**src/rtl/traffic_request_ctrl_if.sv**
```systemverilog
// Request-side signal bundle between the sensor/button front-end and its user.
// master drives sensors and light state; slave returns en, ped_wait, fault.
interface traffic_request_ctrl_if;
  logic       car_sense;
  logic       ped_btn;
  logic [2:0] state_in;
  logic       en;
  logic       ped_wait;
  logic       fault;

  modport master (
    output car_sense, ped_btn, state_in,
    input  en, ped_wait, fault
  );

  modport slave (
    input  car_sense, ped_btn, state_in,
    output en, ped_wait, fault
  );
endinterface

```
**src/rtl/traffic_request_ctrl.sv**
```systemverilog
// Request front-end for traffic_light: syncs/debounces car and ped inputs,
// gates en for one light cycle, then a hold-off gap; sticky watchdog fault.
// Ports: clk, rst (async active-low), bus (slave): car_sense, ped_btn,
// state_in in; en, ped_wait, fault out.
module traffic_request_ctrl #(
  parameter int unsigned DEBOUNCE_CYCLES = 4,
  parameter int unsigned MIN_GAP         = 16,
  parameter int unsigned MAX_SERVICE     = 64,
  parameter logic [2:0]  HOME_STATE      = 3'b100
) (
  input  logic clk,
  input  logic rst,
  traffic_request_ctrl_if.slave bus
);

  localparam int DW = $clog2(DEBOUNCE_CYCLES + 1);
  localparam int GW = $clog2(MIN_GAP + 1);
  localparam int WW = $clog2(MAX_SERVICE + 1);

  localparam logic [DW-1:0] DMAX = DW'(DEBOUNCE_CYCLES);
  localparam logic [GW-1:0] GMAX = GW'(MIN_GAP);
  localparam logic [WW-1:0] WMAX = WW'(MAX_SERVICE);

  typedef enum logic [1:0] {
    IDLE    = 2'd0,
    ARM     = 2'd1,
    SERVE   = 2'd2,
    HOLDOFF = 2'd3
  } state_e;

  logic [1:0]    car_s_q, ped_s_q;
  logic [DW-1:0] car_cnt_q, car_cnt_d;
  logic [DW-1:0] ped_cnt_q, ped_cnt_d;
  logic          ped_deb_q;
  logic          ped_wait_q, ped_wait_d;
  logic          fault_q, fault_d;
  logic [GW-1:0] gap_q, gap_d, gap_nxt;
  logic [WW-1:0] wd_q, wd_d, wd_nxt;
  state_e        state_q, state_d;

  logic car_req, ped_deb, ped_rise, ped_clr;
  logic wd_hit, home;

  always_comb begin
    car_cnt_d = '0;
    ped_cnt_d = '0;
    if (car_s_q[1])
      car_cnt_d = (car_cnt_q == DMAX) ? car_cnt_q : car_cnt_q + DW'(1);
    if (ped_s_q[1])
      ped_cnt_d = (ped_cnt_q == DMAX) ? ped_cnt_q : ped_cnt_q + DW'(1);
  end

  assign car_req  = (car_cnt_q == DMAX);
  assign ped_deb  = (ped_cnt_q == DMAX);
  assign ped_rise = ped_deb & ~ped_deb_q;
  assign home     = (bus.state_in == HOME_STATE);

  // Saturating increments; no counter may wrap.
  assign gap_nxt = (gap_q == GMAX) ? gap_q : gap_q + GW'(1);
  assign wd_nxt  = (wd_q == WMAX) ? wd_q : wd_q + WW'(1);
  assign wd_hit  = (wd_nxt == WMAX);

  always_comb begin
    state_d = state_q;
    gap_d   = gap_q;
    wd_d    = wd_q;
    fault_d = fault_q;
    ped_clr = 1'b0;
    unique case (state_q)
      IDLE: begin
        gap_d = '0;
        if (ped_wait_q | car_req) begin
          state_d = ARM;
          wd_d    = '0;
        end
      end
      ARM: begin
        wd_d = wd_nxt;
        if (wd_hit) begin
          fault_d = 1'b1;
          state_d = HOLDOFF;
          gap_d   = '0;
        end else if (!home) begin
          state_d = SERVE;
          ped_clr = 1'b1;
        end
      end
      SERVE: begin
        wd_d = wd_nxt;
        if (wd_hit) begin
          fault_d = 1'b1;
          state_d = HOLDOFF;
          gap_d   = '0;
        end else if (home) begin
          state_d = HOLDOFF;
          gap_d   = '0;
        end
      end
      HOLDOFF: begin
        gap_d = gap_nxt;
        if (gap_nxt == GMAX)
          state_d = IDLE;
      end
      default: state_d = IDLE;
    endcase
  end

  // A new press in the same cycle as the clear must survive.
  assign ped_wait_d = ped_rise | (ped_wait_q & ~ped_clr);

  always_ff @(posedge clk or negedge rst) begin
    if (!rst) begin
      car_s_q    <= '0;
      ped_s_q    <= '0;
      car_cnt_q  <= '0;
      ped_cnt_q  <= '0;
      ped_deb_q  <= 1'b0;
      ped_wait_q <= 1'b0;
      fault_q    <= 1'b0;
      gap_q      <= '0;
      wd_q       <= '0;
      state_q    <= IDLE;
    end else begin
      car_s_q    <= {car_s_q[0], bus.car_sense};
      ped_s_q    <= {ped_s_q[0], bus.ped_btn};
      car_cnt_q  <= car_cnt_d;
      ped_cnt_q  <= ped_cnt_d;
      ped_deb_q  <= ped_deb;
      ped_wait_q <= ped_wait_d;
      fault_q    <= fault_d;
      gap_q      <= gap_d;
      wd_q       <= wd_d;
      state_q    <= state_d;
    end
  end

  assign bus.en       = (state_q == ARM) || (state_q == SERVE);
  assign bus.ped_wait = ped_wait_q;
  assign bus.fault    = fault_q;

endmodule

```
**src/flat_wrapper.sv**
```systemverilog
// flat-port wrapper written by rule: the top's interface ports become plain ports
module traffic_request_ctrl_flat 
#(
  parameter int unsigned DEBOUNCE_CYCLES = 4,
  parameter int unsigned MIN_GAP         = 16,
  parameter int unsigned MAX_SERVICE     = 64,
  parameter logic [2:0]  HOME_STATE      = 3'b100
)
  (clk, rst, bus_car_sense, bus_ped_btn, bus_state_in, bus_en, bus_ped_wait, bus_fault);
  traffic_request_ctrl_if bus_i ();
  input  logic clk;
  input  logic rst;
  input wire logic [$bits(bus_i.car_sense)-1:0] bus_car_sense;
  input wire logic [$bits(bus_i.ped_btn)-1:0] bus_ped_btn;
  input wire logic [$bits(bus_i.state_in)-1:0] bus_state_in;
  output wire logic [$bits(bus_i.en)-1:0] bus_en;
  output wire logic [$bits(bus_i.ped_wait)-1:0] bus_ped_wait;
  output wire logic [$bits(bus_i.fault)-1:0] bus_fault;
  assign bus_i.car_sense = bus_car_sense;
  assign bus_i.ped_btn = bus_ped_btn;
  assign bus_i.state_in = bus_state_in;
  assign bus_en = bus_i.en;
  assign bus_ped_wait = bus_i.ped_wait;
  assign bus_fault = bus_i.fault;
  traffic_request_ctrl #(.DEBOUNCE_CYCLES(DEBOUNCE_CYCLES), .MIN_GAP(MIN_GAP), .MAX_SERVICE(MAX_SERVICE), .HOME_STATE(HOME_STATE)) u_core (.clk(clk), .rst(rst), .bus(bus_i));
endmodule
```
**config.mk**
```make
export PLATFORM = sky130hd
export DESIGN_NAME = traffic_request_ctrl_flat
export DESIGN_NICKNAME = d
export VERILOG_FILES = /design/src/rtl/traffic_request_ctrl_if.sv /design/src/rtl/traffic_request_ctrl.sv /design/src/flat_wrapper.sv
export SDC_FILE = /design/constraint.sdc
export NUM_CORES = 1
export LEC_CHECK = 0
export BUFFER_PORTS_ARGS = -buffer_cell sky130_fd_sc_hd__buf_4
export CELL_PAD_IN_SITES_DETAIL_PLACEMENT = 0
export CELL_PAD_IN_SITES_GLOBAL_PLACEMENT = 1
export CORE_ASPECT_RATIO = 0.9
export CORE_UTILIZATION = 42
export CTS_CLUSTER_DIAMETER = 200
export DETAILED_ROUTE_END_ITERATION = 7
export MAX_ROUTING_LAYER = met4
export PLACE_DENSITY = 0.84
export SETUP_SLACK_MARGIN = 0.4
export SYNTH_ARGS = -nofsm -noshare
export SYNTH_HDL_FRONTEND = slang
export SYNTH_SLANG_ARGS = --single-unit
```
**constraint.sdc**
```tcl
create_clock -name clk -period 2.05 [get_ports clk]
set_input_delay 0.41 -clock clk [delete_from_list [all_inputs] [get_ports clk]]
set_output_delay 0.41 -clock clk [all_outputs]
set_load 0.005 [all_outputs]
```
==> qor.txt <==
worst setup path startpoint: u_core.wd_q[0]$_DFFE_PN0P_
CTS sink cnt: 27
top cell type's share of synthesized area: 42.82%
row count: 20
FMAX: 443.9 MHz
CP bufs+invs: 5
Crit path top cell by count: buf_4
largest area contributor in the netlist: dfrtp_1
Worst Path Max Fanout: 4
Filler cells: 293
violated checks: negative setup slack
Num CTS Buffers: 3
htree depth: 1
# nets final: 222
Area contributors post-synth: dfrtp_1 (43%), ha_1 (10%), inv_1 (4.0%)
Die Ht: 60.15 µm
Total GRT Usage: 19.16%
VDD IR max: 0.0006693 V
Antenna Nets Post-Route: 0
post-synthesis async set-or-reset flop share: 100.0%
Final Hold Vio Count: 0
fraction of layout cells with a size suffix above 1: 36.32%
CTS tree: done
# hold bufs at CTS: 0
Critical Path RT: 2.21 ns
Hold WC Path Type: in2async
max_cap viols: 0
cell area power density: 1263 mW/mm²
most frequent cell after synthesis: dfrtp_1
CP Cell Sequence: inv_2 > buf_4 > buf_4 > buf_4 > nor2_1 > nand4_1 > a2111oi_4 > buf_4 > o211ai_4 > mux2_4
vias per std cell: 5.331
DRT Wirelength: 3355 µm
nature of the critical path startpoint: flop
Post-synth EDFFs: 0
period utilization: 109.9%
Overflow after GRT: 0
Synth Flop Type: dfrtp_1
final worst setup slack: -0.2028 ns
reg2reg start: u_core.wd_q[0]$_DFFE_PN0P_
total vias in the final route: 1306
area of the mapped netlist: 0.001578 mm²
number of global-route vias before repair: 1293
post-synthesis cell type count: 42
Mapped Cells: 159
initial DRC count: 68
Layout area overhead: 33.39%
post-synthesis sequential area ratio: 42.82%
antenna violations before repair: 0
P_leak: 0.0009787 µW
boundary pin count: 10
first-pass GRT wire length: 5575 µm
status: finished, violations left
total power: 2659 µW
Die X: 66.61 µm
GP Congestion: 0.9608
Crit. End Element: flop
Slew Limit Fails: 0
worst skew pair latency: 0.27 ns
Core ar.: 0.003478 mm²
worst setup path category: reg2reg
Avg WL per Cell: 13.69 µm
worst-case clock skew: 0.007213 ns
Yosys reg bits: 27
Die ar.: 0.004006 mm²
Slew @ Worst Pin: 0.3385 ns
syn_nets: 179
critical path's slowest cell: dfrtp_1
Final Util: 60.50%
normalized max-slew margin: 77.28%
top cell family by delay on the critical path: buffers and inverters
largest net degree at the start of global routing: 28
delay of the slowest critical-path stage: 0.40 ns
Starting Density: 45.36%
Root Buffer: clkbuf_8
fin crit period: 2.253 ns
hpwl dp: 2273 µm
RSZ-0062 raised after global routing: true
port buffer count: 9
Clock transition at path regs: 0.09 ns
Mapped Avg Cell Area: 9.923 µm²
number of iterations in the first detailed-routing pass: 4
synth cell count leaders: dfrtp_1 (27), inv_1 (17), nand2_1 (16)
Syn. warnings: 0
final setup fails: 8
Clock Tree Buf Depth: 2
n_diodes: 0
worst endpoint data arrival time: 2.42 ns
DR DRC count: 0
pre-CTS WS: -0.1246 ns
## cells in the final DEF, fill, tap and decap left out, types with 3 or more instances in the layout
cell and instances:
nand3b_1 4, dfrtp_1 26, buf_4 35, inv_2 6, nor3_1 3, a31oi_1 3, nand2_1 14, ha_1 9
nand3_1 6, o21ai_0 4, ha_4 3, nor2_1 6, a21oi_1 5, buf_6 6, o21ai_1 4, inv_1 11
o21ai_2 4, clkbuf_8 3, xnor2_1 6
## per-stage QoR
step	setup TNS [ns]	area (µm²)	hold WS, ns	instances
2_1_floorplan	-0.2748	1583	0.1144	159
3_3_place_gp	-0.3641	1805	0.3333	225
3_5_place_dp	-0.5840	1805	0.3356	225
4_1_cts	-0.4602	1999	0.04648	239
5_1_grt	-1.923	2105	0.05771	245
6_report	-1.226	2105	0.03644	245
## where the power goes
part | internal, µW | leakage (µW) | switching [µW] | total [µW]
clock | 139 | 0.0000228 | 161 | 300
sequential | 642 | 0.000350 | 111 | 752
combinational | 822 | 0.000606 | 784 | 1610
total | 1600 | 0.000979 | 1060 | 2660
## logic make-up after synthesis
family / synth area share, %
XOR/XNOR: 4.441
AO/OA/AOI/OAI: 15.86
flip-flops: 42.82
buffers and inverters: 5.313
adder cells (fa/ha/maj): 10.31
multiplexers: 3.331
AND/OR/NAND/NOR: 17.92
## registers in the layout, indices dropped and copies added, names as in the netlist
name,flops
u_core.ped_cnt_q,3
u_core.state_q,2
u_core.gap_q,5
u_core.car_s_q,2
u_core.wd_q,7
u_core.bus.fault,1
u_core.car_cnt_q,3
u_core.bus.ped_wait,1
u_core.ped_deb_q,1
u_core.ped_s_q,2
## final cells by class
type	instances	area (µm²)	area share, %
clock buffer	4	45.04	2.140
inverter	17	63.81	3.032
multi-input combinational	112	933.4	44.35
sequential	27	676.9	32.16
tap	44	55.05	2.616
timing repair buffer	41	330.3	15.70
## final timing paths
check / endpoint / slack (ns) / depth (start not counted)
worst max-delay path: u_core.state_q[1]$_DFFE_PN0P_ / -0.20 / 10
worst min-delay path: u_core.bus.fault$_DFFE_PN0P_ / 0.04 / 1
worst max register to register: u_core.state_q[1]$_DFFE_PN0P_ / -0.20 / 10
worst min register to register: u_core.car_s_q[1]$_DFF_PN0_ / 0.35 / 0
max in group asynchronous: u_core.wd_q[2]$_DFFE_PN0P_ / 1.74 / 1
min in group clk: u_core.ped_s_q[0]$_DFF_PN0_ / 0.25 / 1
## repair_timing
| action | CTS | global route |
|---|---|---|
| pin swaps | 6 | 9 |
| resized for setup | 21 | 20 |
| endpoints found under the setup margin | 17 | 16 |
| gates cloned | 0 | 0 |
| buffers inserted | 10 | 6 |
| hold endpoints to repair | 0 | 0 |
## routing by layer
metal	global-route usage, %	part of all wire, %	vias up
li1	-	-	641
met1	20.98	43	644
met2	36.22	54	17
met3	3.435	2.3	4
met4	3.647	1.1	0
met5	-	0	-
Note: power is estimated with default switching activity, not from simulation.
